**src/rtl/mmu_param.sv**
```systemverilog
// Shared allocator constants: size classes, widths and FDT search FSM encoding.
package mmu_param;

  localparam logic [1:0] REQ_512 = 2'd0;
  localparam logic [1:0] REQ_1K  = 2'd1;
  localparam logic [1:0] REQ_2K  = 2'd2;
  localparam logic [1:0] REQ_4K  = 2'd3;

  localparam int unsigned REQ_ID_WIDTH    = 8;
  localparam int unsigned FDT_INDEX_WIDTH = 6;
  localparam int unsigned FDT_BIT_WIDTH   = 4;

  localparam logic [2:0] S_IDLE   = 3'd0;
  localparam logic [2:0] S_SEARCH = 3'd1;
  localparam logic [2:0] S_ISSUE  = 3'd2;
  localparam logic [2:0] S_FAIL   = 3'd3;
  localparam logic [2:0] S_WAIT   = 3'd4;

endpackage

```
**src/rtl/fdt_search_if.sv**
```systemverilog
// Request, search-issue, failure and FDT-update signals of the FDT front end.
interface fdt_search_if #(
  parameter int unsigned IDX_W = 6,
  parameter int unsigned ID_W  = 8
);
  logic              req_valid;
  logic              req_ready;
  logic [ID_W-1:0]   req_id;
  logic [1:0]        req_size;
  logic [1:0]        req_origin_size;

  logic              alloc_valid_fdt_out;
  logic [ID_W-1:0]   alloc_id_fdt_out;
  logic [IDX_W-1:0]  alloc_pos_fdt_out;
  logic [1:0]        alloc_size_fdt_out;
  logic [1:0]        alloc_origin_size_fdt_out;

  logic              alloc_fail_valid;
  logic [ID_W-1:0]   alloc_fail_id;

  logic              fdt_update_valid;
  logic [IDX_W-1:0]  fdt_update_idx;
  logic [3:0]        fdt_update_bit_sequence;

  logic              wait_timeout_err;

  // Environment side: requester and and-tree
  modport master (
    output req_valid, req_id, req_size, req_origin_size,
    output fdt_update_valid, fdt_update_idx, fdt_update_bit_sequence,
    input  req_ready,
    input  alloc_valid_fdt_out, alloc_id_fdt_out, alloc_pos_fdt_out,
    input  alloc_size_fdt_out, alloc_origin_size_fdt_out,
    input  alloc_fail_valid, alloc_fail_id, wait_timeout_err
  );

  // FDT search block side
  modport slave (
    input  req_valid, req_id, req_size, req_origin_size,
    input  fdt_update_valid, fdt_update_idx, fdt_update_bit_sequence,
    output req_ready,
    output alloc_valid_fdt_out, alloc_id_fdt_out, alloc_pos_fdt_out,
    output alloc_size_fdt_out, alloc_origin_size_fdt_out,
    output alloc_fail_valid, alloc_fail_id, wait_timeout_err
  );
endinterface

```
**src/rtl/fdt_priority_enc.sv**
```systemverilog
// LSB-first first-zero finder over the per-row "full" vector.
module fdt_priority_enc #(
  parameter int unsigned IDX_W = 6
) (
  input  logic [(1<<IDX_W)-1:0] i_vec,
  output logic                  o_found,
  output logic [IDX_W-1:0]      o_idx
);
  localparam int unsigned DEPTH = 1 << IDX_W;

  // Scan high to low so the lowest zero is the last one written
  always_comb begin
    o_found = 1'b0;
    o_idx   = '0;
    for (int i = int'(DEPTH) - 1; i >= 0; i--) begin
      if (!i_vec[i]) begin
        o_found = 1'b1;
        o_idx   = IDX_W'(i);
      end
    end
  end
endmodule

```
**src/rtl/fdt_search.sv**
```systemverilog
// FDT front end: picks the lowest non-full row per request and waits for its update.
module fdt_search
  import mmu_param::*;
#(
  parameter int unsigned FDT_INDEX_WIDTH = 6,
  parameter int unsigned REQ_ID_WIDTH    = 8,
  parameter int unsigned WAIT_TIMEOUT    = 16
) (
  input logic         clk,
  input logic         rst,
  fdt_search_if.slave bus
);
  localparam int unsigned FDT_DEPTH = 1 << FDT_INDEX_WIDTH;
  localparam int unsigned CNT_W     = (WAIT_TIMEOUT > 1) ? $clog2(WAIT_TIMEOUT) : 1;

  logic [FDT_BIT_WIDTH-1:0]   r_fdt [FDT_DEPTH];
  logic [2:0]                 r_state;
  logic [2:0]                 w_next;
  logic [REQ_ID_WIDTH-1:0]    r_id;
  logic [1:0]                 r_size;
  logic [1:0]                 r_origin;
  logic [CNT_W-1:0]           r_cnt;
  logic [FDT_DEPTH-1:0]       w_vec;
  logic                       w_found;
  logic [FDT_INDEX_WIDTH-1:0] w_idx;
  logic                       w_timeout;

  logic                       r_req_ready;
  logic                       r_alloc_valid;
  logic [REQ_ID_WIDTH-1:0]    r_alloc_id;
  logic [FDT_INDEX_WIDTH-1:0] r_alloc_pos;
  logic [1:0]                 r_alloc_size;
  logic [1:0]                 r_alloc_origin;
  logic                       r_fail_valid;
  logic [REQ_ID_WIDTH-1:0]    r_fail_id;

  // Table write: whole-row overwrite from any and-tree update, in any state
  always_ff @(posedge clk) begin
    if (rst) begin
      for (int i = 0; i < int'(FDT_DEPTH); i++) r_fdt[i] <= '0;
    end else if (bus.fdt_update_valid) begin
      r_fdt[bus.fdt_update_idx] <= bus.fdt_update_bit_sequence;
    end
  end

  // Search vector for the latched size, with same-cycle update bypass
  always_comb begin
    w_vec = '0;
    for (int i = 0; i < int'(FDT_DEPTH); i++) begin
      if (bus.fdt_update_valid && bus.fdt_update_idx == FDT_INDEX_WIDTH'(i))
        w_vec[i] = bus.fdt_update_bit_sequence[r_size];
      else
        w_vec[i] = r_fdt[i][r_size];
    end
  end

  fdt_priority_enc #(.IDX_W(FDT_INDEX_WIDTH)) u_enc (
    .i_vec   (w_vec),
    .o_found (w_found),
    .o_idx   (w_idx)
  );

  // Timeout fires on the last wait cycle unless an update closes the wait first
  assign w_timeout = (r_state == S_WAIT) && !bus.fdt_update_valid &&
                     (r_cnt == CNT_W'(WAIT_TIMEOUT - 1));

  // Next-state decode
  always_comb begin
    w_next = S_IDLE;
    case (r_state)
      S_IDLE:   w_next = bus.req_valid ? S_SEARCH : S_IDLE;
      S_SEARCH: w_next = w_found ? S_ISSUE : S_FAIL;
      S_ISSUE:  w_next = S_WAIT;
      S_FAIL:   w_next = S_IDLE;
      S_WAIT:   w_next = (bus.fdt_update_valid || w_timeout) ? S_IDLE : S_WAIT;
      default:  w_next = S_IDLE;
    endcase
  end

  // State register
  always_ff @(posedge clk) begin
    if (rst) r_state <= S_IDLE;
    else     r_state <= w_next;
  end

  // Request latch and wait counter
  always_ff @(posedge clk) begin
    if (rst) begin
      r_id     <= '0;
      r_size   <= '0;
      r_origin <= '0;
      r_cnt    <= '0;
    end else begin
      if (r_state == S_IDLE && bus.req_valid) begin
        r_id     <= bus.req_id;
        r_size   <= bus.req_size;
        r_origin <= bus.req_origin_size;
      end
      if (r_state == S_ISSUE)     r_cnt <= '0;
      else if (r_state == S_WAIT) r_cnt <= r_cnt + CNT_W'(1);
    end
  end

  // Registered outputs decoded from the upcoming state; fields zero when not valid
  always_ff @(posedge clk) begin
    if (rst) begin
      r_req_ready    <= 1'b1;
      r_alloc_valid  <= 1'b0;
      r_alloc_id     <= '0;
      r_alloc_pos    <= '0;
      r_alloc_size   <= '0;
      r_alloc_origin <= '0;
      r_fail_valid   <= 1'b0;
      r_fail_id      <= '0;
    end else begin
      r_req_ready    <= (w_next == S_IDLE);
      r_alloc_valid  <= (w_next == S_ISSUE);
      r_alloc_id     <= (w_next == S_ISSUE) ? r_id     : '0;
      r_alloc_pos    <= (w_next == S_ISSUE) ? w_idx    : '0;
      r_alloc_size   <= (w_next == S_ISSUE) ? r_size   : '0;
      r_alloc_origin <= (w_next == S_ISSUE) ? r_origin : '0;
      r_fail_valid   <= (w_next == S_FAIL);
      r_fail_id      <= (w_next == S_FAIL)  ? r_id     : '0;
    end
  end

  assign bus.req_ready                 = r_req_ready;
  assign bus.alloc_valid_fdt_out       = r_alloc_valid;
  assign bus.alloc_id_fdt_out          = r_alloc_id;
  assign bus.alloc_pos_fdt_out         = r_alloc_pos;
  assign bus.alloc_size_fdt_out        = r_alloc_size;
  assign bus.alloc_origin_size_fdt_out = r_alloc_origin;
  assign bus.alloc_fail_valid          = r_fail_valid;
  assign bus.alloc_fail_id             = r_fail_id;
  assign bus.wait_timeout_err          = w_timeout;
endmodule

```
**src/flat_wrapper.sv**
```systemverilog
// flat-port wrapper written by rule: the top's interface ports become plain ports
module fdt_search_flat import mmu_param::*;
#(
  parameter int unsigned FDT_INDEX_WIDTH = 6,
  parameter int unsigned REQ_ID_WIDTH    = 8,
  parameter int unsigned WAIT_TIMEOUT    = 16
)
  (clk, rst, bus_req_valid, bus_req_id, bus_req_size, bus_req_origin_size, bus_fdt_update_valid, bus_fdt_update_idx, bus_fdt_update_bit_sequence, bus_req_ready, bus_alloc_valid_fdt_out, bus_alloc_id_fdt_out, bus_alloc_pos_fdt_out, bus_alloc_size_fdt_out, bus_alloc_origin_size_fdt_out, bus_alloc_fail_valid, bus_alloc_fail_id, bus_wait_timeout_err);
  fdt_search_if #(.IDX_W(FDT_INDEX_WIDTH), .ID_W(REQ_ID_WIDTH)) bus_i ();
  input logic clk;
  input logic rst;
  input wire logic [$bits(bus_i.req_valid)-1:0] bus_req_valid;
  input wire logic [$bits(bus_i.req_id)-1:0] bus_req_id;
  input wire logic [$bits(bus_i.req_size)-1:0] bus_req_size;
  input wire logic [$bits(bus_i.req_origin_size)-1:0] bus_req_origin_size;
  input wire logic [$bits(bus_i.fdt_update_valid)-1:0] bus_fdt_update_valid;
  input wire logic [$bits(bus_i.fdt_update_idx)-1:0] bus_fdt_update_idx;
  input wire logic [$bits(bus_i.fdt_update_bit_sequence)-1:0] bus_fdt_update_bit_sequence;
  output wire logic [$bits(bus_i.req_ready)-1:0] bus_req_ready;
  output wire logic [$bits(bus_i.alloc_valid_fdt_out)-1:0] bus_alloc_valid_fdt_out;
  output wire logic [$bits(bus_i.alloc_id_fdt_out)-1:0] bus_alloc_id_fdt_out;
  output wire logic [$bits(bus_i.alloc_pos_fdt_out)-1:0] bus_alloc_pos_fdt_out;
  output wire logic [$bits(bus_i.alloc_size_fdt_out)-1:0] bus_alloc_size_fdt_out;
  output wire logic [$bits(bus_i.alloc_origin_size_fdt_out)-1:0] bus_alloc_origin_size_fdt_out;
  output wire logic [$bits(bus_i.alloc_fail_valid)-1:0] bus_alloc_fail_valid;
  output wire logic [$bits(bus_i.alloc_fail_id)-1:0] bus_alloc_fail_id;
  output wire logic [$bits(bus_i.wait_timeout_err)-1:0] bus_wait_timeout_err;
  assign bus_i.req_valid = bus_req_valid;
  assign bus_i.req_id = bus_req_id;
  assign bus_i.req_size = bus_req_size;
  assign bus_i.req_origin_size = bus_req_origin_size;
  assign bus_i.fdt_update_valid = bus_fdt_update_valid;
  assign bus_i.fdt_update_idx = bus_fdt_update_idx;
  assign bus_i.fdt_update_bit_sequence = bus_fdt_update_bit_sequence;
  assign bus_req_ready = bus_i.req_ready;
  assign bus_alloc_valid_fdt_out = bus_i.alloc_valid_fdt_out;
  assign bus_alloc_id_fdt_out = bus_i.alloc_id_fdt_out;
  assign bus_alloc_pos_fdt_out = bus_i.alloc_pos_fdt_out;
  assign bus_alloc_size_fdt_out = bus_i.alloc_size_fdt_out;
  assign bus_alloc_origin_size_fdt_out = bus_i.alloc_origin_size_fdt_out;
  assign bus_alloc_fail_valid = bus_i.alloc_fail_valid;
  assign bus_alloc_fail_id = bus_i.alloc_fail_id;
  assign bus_wait_timeout_err = bus_i.wait_timeout_err;
  fdt_search #(.FDT_INDEX_WIDTH(FDT_INDEX_WIDTH), .REQ_ID_WIDTH(REQ_ID_WIDTH), .WAIT_TIMEOUT(WAIT_TIMEOUT)) u_core (.clk(clk), .rst(rst), .bus(bus_i));
endmodule
```
**config.mk**
```make
export PLATFORM = sky130hd
export DESIGN_NAME = fdt_search_flat
export DESIGN_NICKNAME = d
export VERILOG_FILES = /design/src/rtl/mmu_param.sv /design/src/rtl/fdt_search_if.sv /design/src/rtl/fdt_priority_enc.sv /design/src/rtl/fdt_search.sv /design/src/flat_wrapper.sv
export SDC_FILE = /design/constraint.sdc
export NUM_CORES = 1
export LEC_CHECK = 0
export BUFFER_PORTS_ARGS = -buffer_cell sky130_fd_sc_hd__buf_2
export CAP_MARGIN = 20
export CORE_ASPECT_RATIO = 0.7
export CORE_MARGIN = 2
export CORE_UTILIZATION = 25
export CTS_CLUSTER_SIZE = 12
export DETAILED_ROUTE_END_ITERATION = 10
export PLACE_DENSITY = 0.37
export RECOVER_POWER = 50
export SYNTH_ARGS = -nofsm -noshare
export SYNTH_HDL_FRONTEND = slang
export SYNTH_SLANG_ARGS = --single-unit
```
**constraint.sdc**
```tcl
create_clock -name clk -period 2.8 [get_ports clk]
set_clock_uncertainty 0.05 [all_clocks]
set_input_delay 0 -clock clk [delete_from_list [all_inputs] [get_ports clk]]
set_output_delay 0 -clock clk [all_outputs]
set_load 0.03 [all_outputs]
```
==> Yosys cells after proc, flatten, opt, wreduce, memory -nomap -nowiden <==
Memories as Yosys holds them, arrays and structs flattened.
Cells that the tools add are included.
{ "classes": {"add_sub_neg": 1, "magnitude_cmp": 1, "eq_ne": 69, "mux": 333, "n_bitwise": 34, "reduce_logical": 82} }
{ "ops": {"columns": ["op", "count"], "rows": [
  ["$mux 1", 202],
  ["$mux 6", 33],
  ["$eq 6x6->1 const B", 32],
  ["$bmux 1 s2", 65],
  ["$eq 6x5->1 const B", 16],
  ["$mux 5", 16],
  ["$logic_and 1x1->1", 67],
  ["$eq 6x4->1 const B", 8],
  ["$mux 4", 9],
  ["$not 1->1", 34],
  ["$reduce_or 34->1", 1],
  ["$eq 6x3->1 const B", 4],
  ["$reduce_or 18->1", 1],
  ["$mux 3", 5],
  ["$eq 6x2->1 const B", 2],
  ["$pmux 3 s4", 1],
  ["$reduce_or 10->1", 1],
  ["$eq 3x2->1 const B", 3],
  ["$reduce_or 4->1", 2],
  ["$eq 6x1->1 const B", 1],
  ["$logic_not 3->1", 2],
  ["$logic_not 6->1", 1],
  ["$reduce_or 2->1", 3],
  ["$reduce_or 6->1", 1],
  ["9 further kinds", 10]
]} }
{ "totals": {"reg_bits": 48, "ramBits": 256, "input_bits": 26, "word_cells": 539, "n_memories": 1} }
{ "mem_list": {"columns": ["name", "depth", "word_bits", "rd", "rd_ports_with_merged_regs", "wr", "line_no", "source"], "rows": [
  ["u_core.r_fdt", 64, 4, 64, 0, 64, "fdt_search.sv:16", "logic [FDT_BIT_WIDTH-1:0] r_fdt [FDT_DEPTH];"]
]} }

==> Longest topological paths before layout <==
An unclocked memory read counts as a cell.
{ "depth": {"ltp_word": 73, "mapped_depth": 14} }

==> By module <==
A second synthesis with hierarchy kept.
{ "unflattened": {"hier_cells": 1276, "area_unflattened_um2": 15105.7} }
{ "modules_own_cells": {"columns": ["module", "instances", "cells_each", "area_per_inst_um2", "seq_area_each_um2"], "rows": [
  ["fdt_search", 1, 1132, 14287.5, 8648.3],
  ["fdt_priority_enc", 1, 144, 818.3, 0.0]
]} }

==> Least setup slack after synthesis <==
OpenSTA, ideal clock, no wires.
{ "synth_timing": {"path_kind": "register to register", "from": "reg u_core.r_size[0]", "to": "reg u_core.r_alloc_id[5] (netlist: u_core.bus.alloc_id_fdt_out[5])", "setup_ps": 115, "arrival_ps": 2699, "required_time_ps": 2635, "slack_ps": -64, "stages_incl_launch_ff": 13, "path_buffers": 6, "synth_period_minus_slack_ps": 2864, "cell_sequence": "dfxtp_1 -> buf_6 -> buf_8 -> buf_8 -> buf_8 -> clkbuf_1 -> mux2i_1 -> nand2_1 -> a222oi_1 -> nand4_1 -> o21a_2 -> buf_2 -> and2_1"} }
{ "synth_via": {"elab_chain_len": 72, "word_cells_on_any_way": 263, "cone_classes": "eq/ne (1); mux (260); bitwise (1); reduce/logical (1)"} }
{ "synth_rtl": {"columns": ["element", "line_no", "source"], "rows": [
  ["start: declaration", "fdt_search.sv:20", "logic [1:0] r_size;"],
  ["start signal: assignment", "fdt_search.sv:96", "r_size <= bus.req_size;"],
  ["$bmux 1 s2, on equally long branches", "fdt_search.sv:53, fdt_search.sv:51", null],
  ["$mux 1, on equally long branches", "fdt_search.sv:53, fdt_search.sv:51", null],
  ["$mux 1", "fdt_search.sv:50", "if (bus.fdt_update_valid && bus.fdt_update_idx == FDT_INDEX_WIDTH'(i))"],
  ["$mux 1 (63 in a row)", "fdt_priority_enc.sv:16", "if (!i_vec[i]) begin"],
  ["$mux 1 *", "fdt_priority_enc.sv:16", null],
  ["$mux 1 *", "fdt_search.sv:72", "S_SEARCH: w_next = w_found ? S_ISSUE : S_FAIL;"],
  ["$pmux 3 s4 *", "fdt_search.sv:70", "case (r_state)"],
  ["$eq 3x2->1 *", "fdt_search.sv:118", "r_alloc_id <= (w_next == S_ISSUE) ? r_id : '0;"],
  ["$not 1->1 (no source line) *", null, null],
  ["$reduce_or 2->1 (no source line) *", null, null],
  ["end signal: assignment", "fdt_search.sv:118", null],
  ["end: declaration", "fdt_search.sv:30", "logic [REQ_ID_WIDTH-1:0] r_alloc_id;"]
]} }
Mark *: on every way between the ends. The rest lies on a longest branch, timed or not. The select of a mux whose other input is x is not followed.
A chain may end at the register's enable or synchronous reset.

==> Final worst setup path <==
{ "layout_timing": {"from": "reg u_core.r_size[1]", "to": "reg u_core.r_alloc_pos[1] (netlist: u_core.bus.alloc_pos_fdt_out[1])"} }
{ "layout_via": {"elab_chain_len": 72, "word_cells_on_any_way": 327, "cone_classes": "eq/ne (1); mux (322); bitwise (3); reduce/logical (1)"} }
{ "layout_rtl": {"columns": ["element", "line_no", "source"], "rows": [
  ["$bmux 1 s2, on equally long branches", "fdt_search.sv:53, fdt_search.sv:51", null],
  ["$mux 1, on equally long branches", "fdt_search.sv:53, fdt_search.sv:51", null],
  ["$mux 1", "fdt_search.sv:50", null],
  ["$mux 1 (64 in a row)", "fdt_priority_enc.sv:16", null],
  ["$mux 1", "fdt_search.sv:72", null],
  ["$pmux 3 s4", "fdt_search.sv:70", null],
  ["$eq 3x2->1", "fdt_search.sv:119", "r_alloc_pos <= (w_next == S_ISSUE) ? w_idx : '0;"],
  ["$not 1->1 (no source line)", null, null],
  ["$reduce_or 4->1 (no source line)", null, null],
  ["end signal: assignment", "fdt_search.sv:119", null],
  ["end: declaration", "fdt_search.sv:31", "logic [FDT_INDEX_WIDTH-1:0] r_alloc_pos;"]
]} }
Several ways; a longest one is shown, not always the timed one. The select of a mux whose other input is x is not followed.

==> qor.txt <==
Crit share post-route: 116.7%
Slew Limit Headroom: -18.45%
Max IR drop VDD: 0.3323 mV
Pre-CTS setup slack: -858.6 ps
Flops & latches, synth: 304
Ys flop type: edfxtp_1
Vias/cell: 5.126
Maxcap violations: 2
Die Y: 222.6 um
Post-synthesis sequential area ratio: 50.70%
Final Hold Viols: 0
GR Overflow Total: 0
FMAX: 0.3061 GHz
Post-Syn Area: 17,060 um2
Drt wl/cell: 23.91 um
Final setup fails: 28
Fin area: 22,380 um2
Multi-input gate area: 7916 um2
Latest clock arrival within the worst-skew pair: 560 ps
IO Pins: 56
Leak: 9.046 nW
Num CTS Buffers: 34
Layout cells sized above 1: 30.89%
Reg area: 8656 um2
Post-synth EDFFs: 256
Wirelength, routed: 66.71 mm
Initial Util: 25.14%
Syn Inst Count: 1,542
Mean post-synth cell area: 11.06 um2
Largest net degree at the start of global routing: 54
Fill cells: 6,908
Final setup margin: -466.5 ps
H-Tree Depth: 2
Vias in the first global route: 13,880
DR pass1 iterations: 5
Initial antenna violation count: 5
Req. time, crit path: 3230 ps
TritonCTS clock tree: done
PD cells: 524.7 nW/um2
Syn. warnings: 0
Worst-Margin Slew: 1777 ps
Post-DP HPWL: 47.54 mm
Nets@finish: 1,884
Setup Crit Path Kind: reg -> reg
Gr usage total: 18.81%
Post-layout min period: 3266 ps
Worst Hold Slack: 85.77 ps
Root Buffer: clkbuf_16
Clock sink count: 304
Hold Crit Class: in -> reg
Synth unique cells: 83
Rows: 80
Number of routed nets with antenna violations: 0
Critical path capture point type: register
Nature of the critical path startpoint: register
Clk slew on worst S/H paths: 60 ps
Core ar.: 67,870 um2
Status: finished, violations left
Syn nets: 1,569
Drt drc: 0
CTS max path bufs: 3
Placer Congestion: 0.9505
Area Growth Syn to Fin: 31.18%
Crit path DAT: 3700 ps
Via Count: 14,300
RSZ-0062 raised after global routing: yes
Post-DP Area: 20,470 um2
Port Buffers: 55
Fraction of registers with async set/reset: 0%
DIE WIDTH: 316.2 um
Failing checks: max-capacitance violations, max-slew violations, negative setup slack
DIE AREA: 70,370 um2
First-pass GRT wire length: 97.00 mm
Max Slew Vio Count: 77
Critical path peak fanout: 6
Share of the core filled with cells: 32.97%
Initial DRC count: 1,445
area by class of cell:
class                      instances  share of cell area, %
sequential                       304                  38.68
multi-input combinational       1056                  35.38
timing repair buffer             455                  16.05
tap                              902                  5.043
clock buffer                      47                  4.210
clock inverter                    13                 0.4641
inverter                           6                 0.1006
antenna                            7                0.07828
synthesized netlist by cell type, types with 5 or more instances:
cell      number  area share (%)
and3_1       261             9.6
edfxtp_1     256              45
clkbuf_1     131             2.9
nand2_1      102             2.2
o21ai_0       79             2.3
a21o_1        68             3.0
a21oi_1       66             1.9
mux4_2        59             7.8
nor2_1        57             1.3
dfxtp_1       48             5.6
mux2i_1       30             1.8
buf_2         27            0.79
nor3_1        27            0.79
and2_1        25            0.92
nand3_1       22            0.65
a31oi_1       20            0.73
o211ai_1      20            0.88
o31ai_1       15            0.66
nand2b_1      13            0.48
a22oi_1       11            0.48
nand3b_1      10            0.44
o311ai_0      10            0.51
nor2b_1        8            0.29
nor4_1         8            0.29
o22ai_1        8            0.29
buf_4          7            0.31
mux2_2         7            0.46
nor3b_1        7            0.31
or3_1          7            0.26
inv_1          6            0.13
or2_2          6            0.22
a21boi_0       5            0.22
and4b_1        5            0.29
buf_1          5            0.11
nand4_1        5            0.18
cell families after synthesis:
logic type	synth area share, %
simple gates	20.10
compound gates	14.36
flops	50.70
buf+inv	4.753
mux	10.01
fa+ha+maj	0.07333
power by group:
group / total (mW) / internal (mW) / switching (mW) / leakage [nW]
Combinational: 2.21 / 0.942 / 1.27 / 5.71
Sequential: 5.19 / 5.11 / 0.0765 / 2.82
Clock: 4.35 / 2.46 / 1.88 / 0.512
cells in the final DEF, fill, tap and decap left out, drive strengths merged, types with 10 or more instances in the layout:
| cell type | count |
|---|---|
| buf | 375 |
| and3 | 261 |
| edfxtp | 256 |
| nand2 | 102 |
| clkbuf | 90 |
| o21ai | 83 |
| a21o | 68 |
| a21oi | 66 |
| mux4 | 59 |
| nor2 | 59 |
| dfxtp | 48 |
| dlygate4sd3 | 37 |
| mux2i | 30 |
| nor3 | 27 |
| and2 | 25 |
| nand3 | 22 |
| a31oi | 20 |
| o211ai | 20 |
| o31ai | 15 |
| nand2b | 13 |
| a22oi | 11 |
| o311ai | 11 |
| nand3b | 10 |
flip-flops by register name (all words and copies together), names as in the netlist:
signal,count
u_core.bus.alloc_fail_id,8
u_core.bus.alloc_fail_valid,1
u_core.bus.alloc_id_fdt_out,8
u_core.bus.alloc_origin_size_fdt_out,2
u_core.bus.alloc_pos_fdt_out,6
u_core.bus.alloc_size_fdt_out,2
u_core.bus.alloc_valid_fdt_out,1
u_core.bus.req_ready,1
u_core.r_cnt,4
u_core.r_fdt,256
u_core.r_id,8
u_core.r_origin,2
u_core.r_size,2
u_core.r_state,3
path summary, 6_finish.rpt:
| path | startpoint | to | slack, ps | depth (start not counted) |
|---|---|---|---|---|
| setup reg to reg | u_core.r_size[1] | u_core.bus.alloc_pos_fdt_out[1] | -470 | 10 |
| setup / recovery | u_core.r_size[1] | u_core.bus.alloc_pos_fdt_out[1] | -470 | 10 |
| hold / removal | bus_fdt_update_bit_sequence[3] | u_core.r_fdt[60][3] | 90 | 4 |
| hold reg to reg | u_core.r_id[6] | u_core.bus.alloc_fail_id[6] | 430 | 1 |
metrics by stage:
step,instances,power (mW),setup TNS [ps]
global route,2783,12.19,-16730
finish,2790,11.74,-9810
global placement,2658,7.328,-14520
detailed placement,2658,7.328,-16450
CTS,2776,11.83,-9566
floorplan,1542,6.257,-0.3584
per-layer routing:
metal  track usage, %  up-vias  part of all wire, %
met2            26.10      424                   40
met3            3.379       61                  6.9
met4            3.865        2                  1.5
met5                0        -                0.018
met1            29.89     7202                   51
li1                 -     6613                    -
repair_timing:
item                                    4_1_cts  5_1_grt
hold buffers                                 37        0
cloned                                        1        1
pin swaps                                    23       23
endpoints found under the setup margin       29       29
setup buffers                                20        6
endpoints found under the hold margin        33        0
resized for setup                            68       33
worst max-delay path: stages (launching register included):
cell and delay [ps]:
dfxtp_4 430, mux2_2 460, a32oi_2 500, buf_4 230
o31ai_1 80, nor2_1 360, nor3_2 110, nand3_2 120
o21a_4 200, or4b_4 480, a41oi_2 150
Power figures use the tool's default switching activity.
